--- src/rtl/uart_rx_vote_sampler.sv ---
// Majority-vote bit sampler for the UART receiver: takes NUM_SAMPLES samples of RX_IN
// centred on each bit period and reports the voted bit, a noise flag and a config error.
module uart_rx_vote_sampler #(
    parameter int PRESCALE_WIDTH = 6,
    parameter int NUM_SAMPLES    = 3
) (
    input  logic                      CLK,
    input  logic                      RST,
    input  logic                      RX_IN,
    input  logic                      enable,
    input  logic [PRESCALE_WIDTH-1:0] Prescale,
    input  logic [PRESCALE_WIDTH-1:0] edge_cnt,
    output logic                      sampled_bit,
    output logic                      sample_valid,
    output logic                      noise_flag,
    output logic                      cfg_err
);

    localparam int HALF = (NUM_SAMPLES - 1) / 2;
    localparam int CW   = $clog2(NUM_SAMPLES + 1);
    // Extra headroom so that none of the window sums below can wrap.
    localparam int EW   = PRESCALE_WIDTH + 4;

    localparam logic [EW-1:0] HALF_X = EW'(HALF);
    localparam logic [CW-1:0] N_C    = CW'(NUM_SAMPLES);
    localparam logic [CW-1:0] HALF_C = CW'(HALF);

    if ((NUM_SAMPLES < 1) || (NUM_SAMPLES > 7) || ((NUM_SAMPLES % 2) == 0)) begin : g_bad_num_samples
        $error("uart_rx_vote_sampler: NUM_SAMPLES must be odd and in 1..7");
    end

    logic [EW-1:0] pre_x;
    logic [EW-1:0] edge_x;
    logic [EW-1:0] center_x;
    logic          in_window;
    logic          at_decide;
    logic          at_last;

    logic [CW-1:0] ones_cnt;
    logic [CW-1:0] taken_cnt;
    logic          first_val;
    logic          mismatch;

    // Lower window bound is tested as edge+HALF >= center to avoid subtracting below zero.
    always_comb begin
        pre_x     = EW'(Prescale);
        edge_x    = EW'(edge_cnt);
        center_x  = pre_x >> 1;
        cfg_err   = Prescale[0] | ((center_x + HALF_X + EW'(3)) > pre_x);
        in_window = ((edge_x + HALF_X) >= center_x) && (edge_x <= (center_x + HALF_X));
        at_decide = (edge_x + EW'(2)) == pre_x;
        at_last   = (edge_x + EW'(1)) == pre_x;
    end

    always_ff @(posedge CLK or negedge RST) begin
        if (!RST) begin
            sampled_bit  <= 1'b0;
            sample_valid <= 1'b0;
            noise_flag   <= 1'b0;
            ones_cnt     <= '0;
            taken_cnt    <= '0;
            first_val    <= 1'b0;
            mismatch     <= 1'b0;
        end else begin
            sample_valid <= 1'b0;
            if (!enable || cfg_err || at_last) begin
                ones_cnt  <= '0;
                taken_cnt <= '0;
                first_val <= 1'b0;
                mismatch  <= 1'b0;
            end else begin
                // A partial window (enable rose mid-bit) leaves taken_cnt short and skips the decision.
                if (at_decide && (taken_cnt == N_C)) begin
                    sampled_bit  <= (ones_cnt > HALF_C);
                    noise_flag   <= mismatch;
                    sample_valid <= 1'b1;
                end
                if (in_window) begin
                    ones_cnt  <= ones_cnt + CW'(RX_IN);
                    taken_cnt <= taken_cnt + CW'(1);
                    if (taken_cnt == '0) begin
                        first_val <= RX_IN;
                        mismatch  <= 1'b0;
                    end else begin
                        mismatch <= mismatch | (RX_IN != first_val);
                    end
                end
            end
        end
    end

endmodule

--- config.mk ---
export PLATFORM = sky130hd
export DESIGN_NAME = uart_rx_vote_sampler
export DESIGN_NICKNAME = d
export VERILOG_FILES = /design/src/rtl/uart_rx_vote_sampler.sv
export SDC_FILE = /design/constraint.sdc
export NUM_CORES = 1
export LEC_CHECK = 0
export ABC_AREA = 1
export BUFFER_PORTS_ARGS = -buffer_cell sky130_fd_sc_hd__buf_2
export CELL_PAD_IN_SITES_DETAIL_PLACEMENT = 0
export CELL_PAD_IN_SITES_GLOBAL_PLACEMENT = 1
export CORE_ASPECT_RATIO = 1.1
export CORE_UTILIZATION = 37
export DETAILED_ROUTE_END_ITERATION = 8
export PLACE_DENSITY = 0.88
export SLEW_MARGIN = 20
export SYNTH_ARGS = -nofsm -noshare
export SYNTH_HDL_FRONTEND = slang
export SYNTH_SLANG_ARGS = --single-unit
--- constraint.sdc ---
create_clock -name CLK -period 2.2 [get_ports CLK]
set_input_delay 0.44 -clock CLK [delete_from_list [all_inputs] [get_ports CLK]]
set_output_delay 0.44 -clock CLK [all_outputs]
set_load 0.01 [all_outputs]
* Word level (Yosys, flattened, before mapping)
Cells that the tools add are included.
** Operators by class
- Muxes and demuxes :: 12
- Equality and inequality tests :: 4
- Reductions and logical operators :: 10
- Bitwise logic cells :: 3
- Add/subtract/negate cells :: 6
- Order comparisons :: 4
** Operators with widths (count)
- == test 7 x 6 -> 1 bit :: 2
- adder 10 x 2 -> 10 bit, second input constant :: 1
- >= comparator 10 x 5 -> 1 bit :: 1
- greater-than comparator 10 x 6 -> 1 bit :: 1
- 2-to-1 mux 1 bit :: 8
- 2-to-1 mux 2 bit :: 4
- adder 6 x 1 -> 7 bit, second input constant :: 1
- adder 6 x 2 -> 7 bit, second input constant :: 1
- adder 5 x 1 -> 6 bit, second input constant :: 1
- less-or-equal comparator 6 bit :: 1
- AND reduction 2 bit :: 2
- nonzero test 2 bit :: 2
- adder 2 x 1 -> 2 bit :: 1
- adder 2 x 1 -> 2 bit, second input constant :: 1
- == test 2 bit, second input constant :: 1
- greater-than comparator 2 x 1 -> 1 bit, second input constant :: 1
- logical AND 1 bit :: 2
- zero test 2 bit :: 1
- logical OR 1 bit :: 2
- OR 1 bit :: 2
- zero test 1 bit :: 1
- != test 1 bit :: 1
- NOT 1 bit :: 1
** Storage, ports and cells
- Logic and storage cells :: 46
- Output and inout bits :: 4
- Input port bits :: 16
- Register bits after elaboration :: 9

* Longest topological paths before layout
- Depth in word-level cells :: 8
- Depth in mapped cells :: 17
- Mapped depth without buffers :: 17

* Worst setup path after synthesis
OpenSTA, ideal clock, no wires.
- Path kind :: in2reg
- Start :: input port Prescale[1]
- End :: register ones_cnt[0]
- Path buffers :: 1
- Path slack :: -0.098 ns
- Required time :: 2.135 ns
- Setup time :: 0.065 ns
- Arrival :: 2.233 ns
- Stages on the path :: 15
- Path through :: ha_1 > xor2_1 > nand3_1 > o31ai_1 > ha_1 > nand2_1 > inv_1 > nand4_1 > nand3_1 > nand2_1 > nand2_2 > nor2_4 > buf_6 > nand3_1 > nand2_1
** On the way
- Longest elaborated chain between the ends :: 7
- Elaborated cells between the ends (all ways) :: 12
- Those cells by class :: add/sub (2); order compare (3); eq/ne (1); mux (1); bitwise (1); reduce/logical (4)
** Ends and longest elaborated chain
- start: declaration :: line 11 : input logic [PRESCALE_WIDTH-1:0] Prescale,
- adder 5 x 1 -> 6 bit :: line 49 : cfg_err = Prescale[0] | ((center_x + HALF_X + EW'(3)) > pre_x);
- adder 10 x 2 -> 10 bit :: line 49
- greater-than comparator 10 x 6 -> 1 bit * :: line 49
- OR 1 bit * :: line 49
- via cfg_err :: line 16 : output logic cfg_err
- logical OR 1 bit * (2 in series) :: line 66 : if (!enable || cfg_err || at_last) begin
- 2-to-1 mux 2 bit or nonzero test 2 bit (tied branches)
- end signal: assignment :: line 79 : ones_cnt <= ones_cnt + CW'(RX_IN);
- end: declaration :: line 39 : logic [CW-1:0] ones_cnt;
The timed path passes the listed nets; every way through them passes the cells marked *.
A chain may end at the register's enable or synchronous reset.

* Final worst setup path
- Start :: input port Prescale[3]
- End :: output port cfg_err
** On the way
- Longest elaborated chain between the ends :: 4
** Ends and longest elaborated chain (line)
- adder 5 x 1 -> 6 bit :: 49
- adder 10 x 2 -> 10 bit :: 49
- greater-than comparator 10 x 6 -> 1 bit * :: 49
- OR 1 bit * :: 49
- end: declaration :: 16
Mark *: on every way between the ends. The rest lies on a longest branch, timed or not.

==> impl_summary.txt <==
----------------------------------------------------
[Routing]
  First-pass iteration count of the detailed router ... 4
  DRT Wirelength ... 3410 um
  Total vias in the final route ... 1,410
  Iter 0 DRT Violations ... 45
  Antenna violation net count after detailed routing ... 0
  Average vias per placed instance ... 4.55
  Detailed-route DRC error count ... 0
  Routed len/inst ... 11.0 um

[Critical path]
  Critical Path Slowest Stage Cell ... sky130_fd_sc_hd__ha_1
  Family of cells with the greatest summed delay on the critical path ... adder cells
  Signal arrival time at the worst endpoint ... 2.08 ns
  Critical path endpoint category ... primary output
  Max Fanout on Critical Path ... 5
  Register-to-register path setup slack ... 0.84 ns
  Start of the worst register-to-register path ... taken_cnt[0]
  Count of buffer and inverter cells on the critical path ... 2
  Data required time of the critical path ... 1.76 ns
  End of the critical path ... cfg_err
  Crit path launch ... Prescale[3]
  Cell count of the worst reg-to-reg path ... 8
  Category of the critical setup timing path ... in2out
  RR Endpoint ... sampled_bit
  Ordered cell list for the critical path ... buf_6, ha_1, nand2_2, xor2_2, o31ai_2, ha_1, a21oi_1, nand3_1, nand2_1, nand2_2, buf_6
  Critical Path Stages ... 11
  Slowest Stage Delay on Critical Path ... 0.28 ns
  Crit path launch type ... input pin

[STA]
  Transition at the pin with the smallest max-transition slack ... 0.285 ns
  Time the worst path needs with I/O delays and setup ... 2.52 ns
  Final setup skew ... 0.00480 ns
  Number of max-slew violations in the final report ... 0
  Slew headroom ... 80.9%
  Fmax achieved ... 398 MHz
  Part of the cycle the worst path needs ... 114%
  Post-route worst hold slack ... 0.0459 ns
  Fin. Hold Viols ... 0
  Setup repair after global routing missed its margin ... true
  PnR worst setup slack ... -0.315 ns
  Setup Viol. Count Final ... 10

[Power and ir drop]
  Pwr per Cell Area ... 368 mW/mm2
  P_leak ... 1.10 nW
  Max rail drop VDD ... 0.154 mV

[Placement]
  Placement Cell Area ... 0.00174 mm2
  PortBufs ... 19
  DP Wirelength ... 2760 um
  Global placement routability congestion ... 0.821
  # placed instances ... 303

[Cells and area]
  Number of nets in the final layout ... 301
  Fill cell instance count of the final layout ... 389
  Layout Area Growth over Synthesis ... 34.8%
  Final core utilization ... 51.9%
  Non-filler cells in the finished layout ... 310
  Share of final-layout standard cells stronger than drive strength 1 ... 26.9%
  Post-route design area ... 0.00190 mm2
  Count of antenna diodes in the layout ... 0

[GRT]
  Maximum number of pins on one net before global-route repair ... 10
  Overall overflow remaining after global route ... 0
  Via count of the first global-routing pass ... 1,268
  Initial antenna violation count ... 0
  GRT Overall Usage ... 18.0%
  First-pass GRT wire length ... 5490 um

[Floorplanning]
  Area of the die ... 0.00406 mm2
  Placeable core region ... 0.00365 mm2
  Die width ... 60.8 um
  Top Ports ... 20
  Die Height ... 66.7 um
  Standard-cell rows ... 23
  Effective utilization at floorplan ... 38.5%

[Logic synthesis]
  #FFs+latches synth ... 9
  Mean area per synthesized cell ... 6.58 um2
  Post-synthesis instance total ... 214
  Post-Syn Nets ... 254
  Count of cell types in the netlist ... 30
  Syn. warnings ... 0
  Share of synthesized area occupied by flip-flops and latches ... 16.0%
  Syn Std Cell Area ... 0.00141 mm2

[CTS]
  Sink count of the clock tree ... 9
  Htree depth ... 1
  Clock-pin slew reported for the worst setup and hold paths after clock tree synthesis ... 0.05 ns
  Longest Clk Path Bufs ... 2
  CTS tree ... yes
  Cts hold-fix bufs ... 0
  Clk_lat worst skew ... 0.24 ns
  Clock buffer count from CTS ... 3
  CTS root buf ... sky130_fd_sc_hd__clkbuf_8

[Status]
  Status ... finished, violations left
  Failing checks ... negative setup slack

[Run]
  MaxCap Viol Count ... 0

[Min path]
  Hold Path Class ... in2async

----------------------------------------------------
[state kept, by name, summed over array words and instances, names as in the netlist]
name and flops:
ones_cnt 2, mismatch 1, first_val 1, sample_valid 1, taken_cnt 2, noise_flag 1, sampled_bit 1
[what timing repair did]
action,4_1_cts,5_1_grt
resized for setup,14,7
setup buffers,2,1
setup endpoints to repair,9,10
pin swaps,14,12
[how the worst min path moves through the flow]
| stage | to | slack [ns] | cells after the start |
|---|---|---|---|
| final | sample_valid | 0.05 | 1 |
| after detailed placement | sample_valid | 0.30 | 1 |
| after floorplan | first_val | 0.14 | 0 |
| after CTS | sample_valid | 0.05 | 1 |
| after global routing | sample_valid | 0.05 | 1 |
| after global placement | sample_valid | 0.30 | 1 |
[per-layer routing]
layer | vias up | GRT usage (%) | wire length (um)
li1 | 768 | - | -
met1 | 619 | 23.4 | 1610
met2 | 17 | 31.3 | 1680
met3 | 6 | 2.91 | 82
met4 | 0 | 2.56 | 42
met5 | - | 0 | 0
[Yosys cell counts]
master / instances / area share, %
sky130_fd_sc_hd__nand3_1: 26 / 9.2
sky130_fd_sc_hd__nor2_1: 11 / 2.9
sky130_fd_sc_hd__ha_1: 24 / 21
sky130_fd_sc_hd__clkbuf_2: 1 / 0.36
sky130_fd_sc_hd__nor3_1: 1 / 0.36
sky130_fd_sc_hd__xor2_1: 9 / 5.6
sky130_fd_sc_hd__buf_2: 1 / 0.36
sky130_fd_sc_hd__a22oi_1: 1 / 0.53
sky130_fd_sc_hd__or2_0: 1 / 0.44
sky130_fd_sc_hd__a21oi_2: 1 / 0.62
sky130_fd_sc_hd__inv_1: 34 / 9.1
sky130_fd_sc_hd__nor3_2: 1 / 0.71
sky130_fd_sc_hd__a21oi_1: 3 / 1.1
sky130_fd_sc_hd__a21o_1: 1 / 0.53
sky130_fd_sc_hd__o21ai_2: 1 / 0.62
sky130_fd_sc_hd__nand2_2: 1 / 0.44
sky130_fd_sc_hd__nand4_1: 3 / 1.3
sky130_fd_sc_hd__a21oi_4: 1 / 1.2
sky130_fd_sc_hd__o22ai_1: 1 / 0.44
sky130_fd_sc_hd__nand2_1: 68 / 18
sky130_fd_sc_hd__nor2_4: 2 / 1.6
sky130_fd_sc_hd__buf_6: 1 / 0.80
sky130_fd_sc_hd__o21bai_1: 1 / 0.53
sky130_fd_sc_hd__o31ai_1: 1 / 0.53
sky130_fd_sc_hd__dfrtp_1: 9 / 16
sky130_fd_sc_hd__inv_2: 2 / 0.53
sky130_fd_sc_hd__nand3b_1: 1 / 0.53
sky130_fd_sc_hd__xnor2_1: 5 / 3.1
sky130_fd_sc_hd__o21ai_0: 1 / 0.36
sky130_fd_sc_hd__nand3_2: 1 / 0.71
[metrics by stage]
stage | setup WS [ns] | TNS [ns] | power (mW)
after floorplan | -0.0300 | -0.170 | 0.363
after global placement | -0.361 | -2.46 | 0.470
after detailed placement | -0.429 | -3.23 | 0.474
after CTS | -0.327 | -0.333 | 0.690
after global routing | -0.418 | -2.83 | 0.757
final | -0.315 | -1.45 | 0.698
[cell families (layout without fill, tap and decap cells)]
kind of cell / after synthesis / in the layout / synth area share (%)
fa+ha+maj: 24 / 24 / 21.3
buf+inv: 39 / 85 / 11.1
compound gates: 12 / 12 / 6.40
xor+xnor: 14 / 14 / 8.71
simple gates: 116 / 116 / 36.4
flops: 9 / 9 / 16.0
[cell usage in the layout (no fill, tap or decap)]
master	netlist	layout
sky130_fd_sc_hd__nor2_1	11	10
sky130_fd_sc_hd__a21oi_2	1	1
sky130_fd_sc_hd__xor2_4	0	1
sky130_fd_sc_hd__inv_2	2	3
sky130_fd_sc_hd__o21ai_2	1	1
sky130_fd_sc_hd__nand3b_1	1	1
sky130_fd_sc_hd__a21o_1	1	1
sky130_fd_sc_hd__o21ai_0	1	1
sky130_fd_sc_hd__o31ai_2	0	1
sky130_fd_sc_hd__clkbuf_8	0	3
sky130_fd_sc_hd__xor2_1	9	7
sky130_fd_sc_hd__clkbuf_1	0	1
sky130_fd_sc_hd__ha_4	0	2
sky130_fd_sc_hd__a22oi_1	1	1
sky130_fd_sc_hd__nand2_1	68	65
sky130_fd_sc_hd__a21oi_4	1	1
sky130_fd_sc_hd__nand3_2	1	3
sky130_fd_sc_hd__nor3_1	1	1
sky130_fd_sc_hd__nand4_1	3	3
sky130_fd_sc_hd__dfrtp_1	9	9
sky130_fd_sc_hd__nand3_1	26	24
sky130_fd_sc_hd__buf_6	1	5
sky130_fd_sc_hd__a21oi_1	3	3
sky130_fd_sc_hd__o22ai_1	1	1
sky130_fd_sc_hd__nor2_4	2	2
sky130_fd_sc_hd__buf_4	0	24
sky130_fd_sc_hd__buf_8	0	1
sky130_fd_sc_hd__o21bai_1	1	1
sky130_fd_sc_hd__inv_1	34	33
sky130_fd_sc_hd__xnor2_1	5	5
sky130_fd_sc_hd__nor2_2	0	1
sky130_fd_sc_hd__nand2_2	1	4
sky130_fd_sc_hd__ha_1	24	22
sky130_fd_sc_hd__or2_0	1	1
sky130_fd_sc_hd__buf_2	1	15
sky130_fd_sc_hd__nor3_2	1	1
sky130_fd_sc_hd__xor2_2	0	1
[power breakdown]
group | total (mW) | internal, mW | switching, mW | leakage [nW]
combinational | 0.334 | 0.149 | 0.184 | 0.953
sequential | 0.171 | 0.169 | 0.00206 | 0.125
clock | 0.194 | 0.126 | 0.0673 | 0.0228
total | 0.698 | 0.445 | 0.254 | 1.10
[final cells by class]
class	count	area [um2]	share of cell area, %
timing repair buffer	45	327	17.2
clock buffer	4	45.0	2.37
tap	50	62.6	3.30
inverter	36	135	7.12
multi-input combinational	166	1100	58.1
sequential	9	225	11.9
Power figures use the tool's default switching activity.
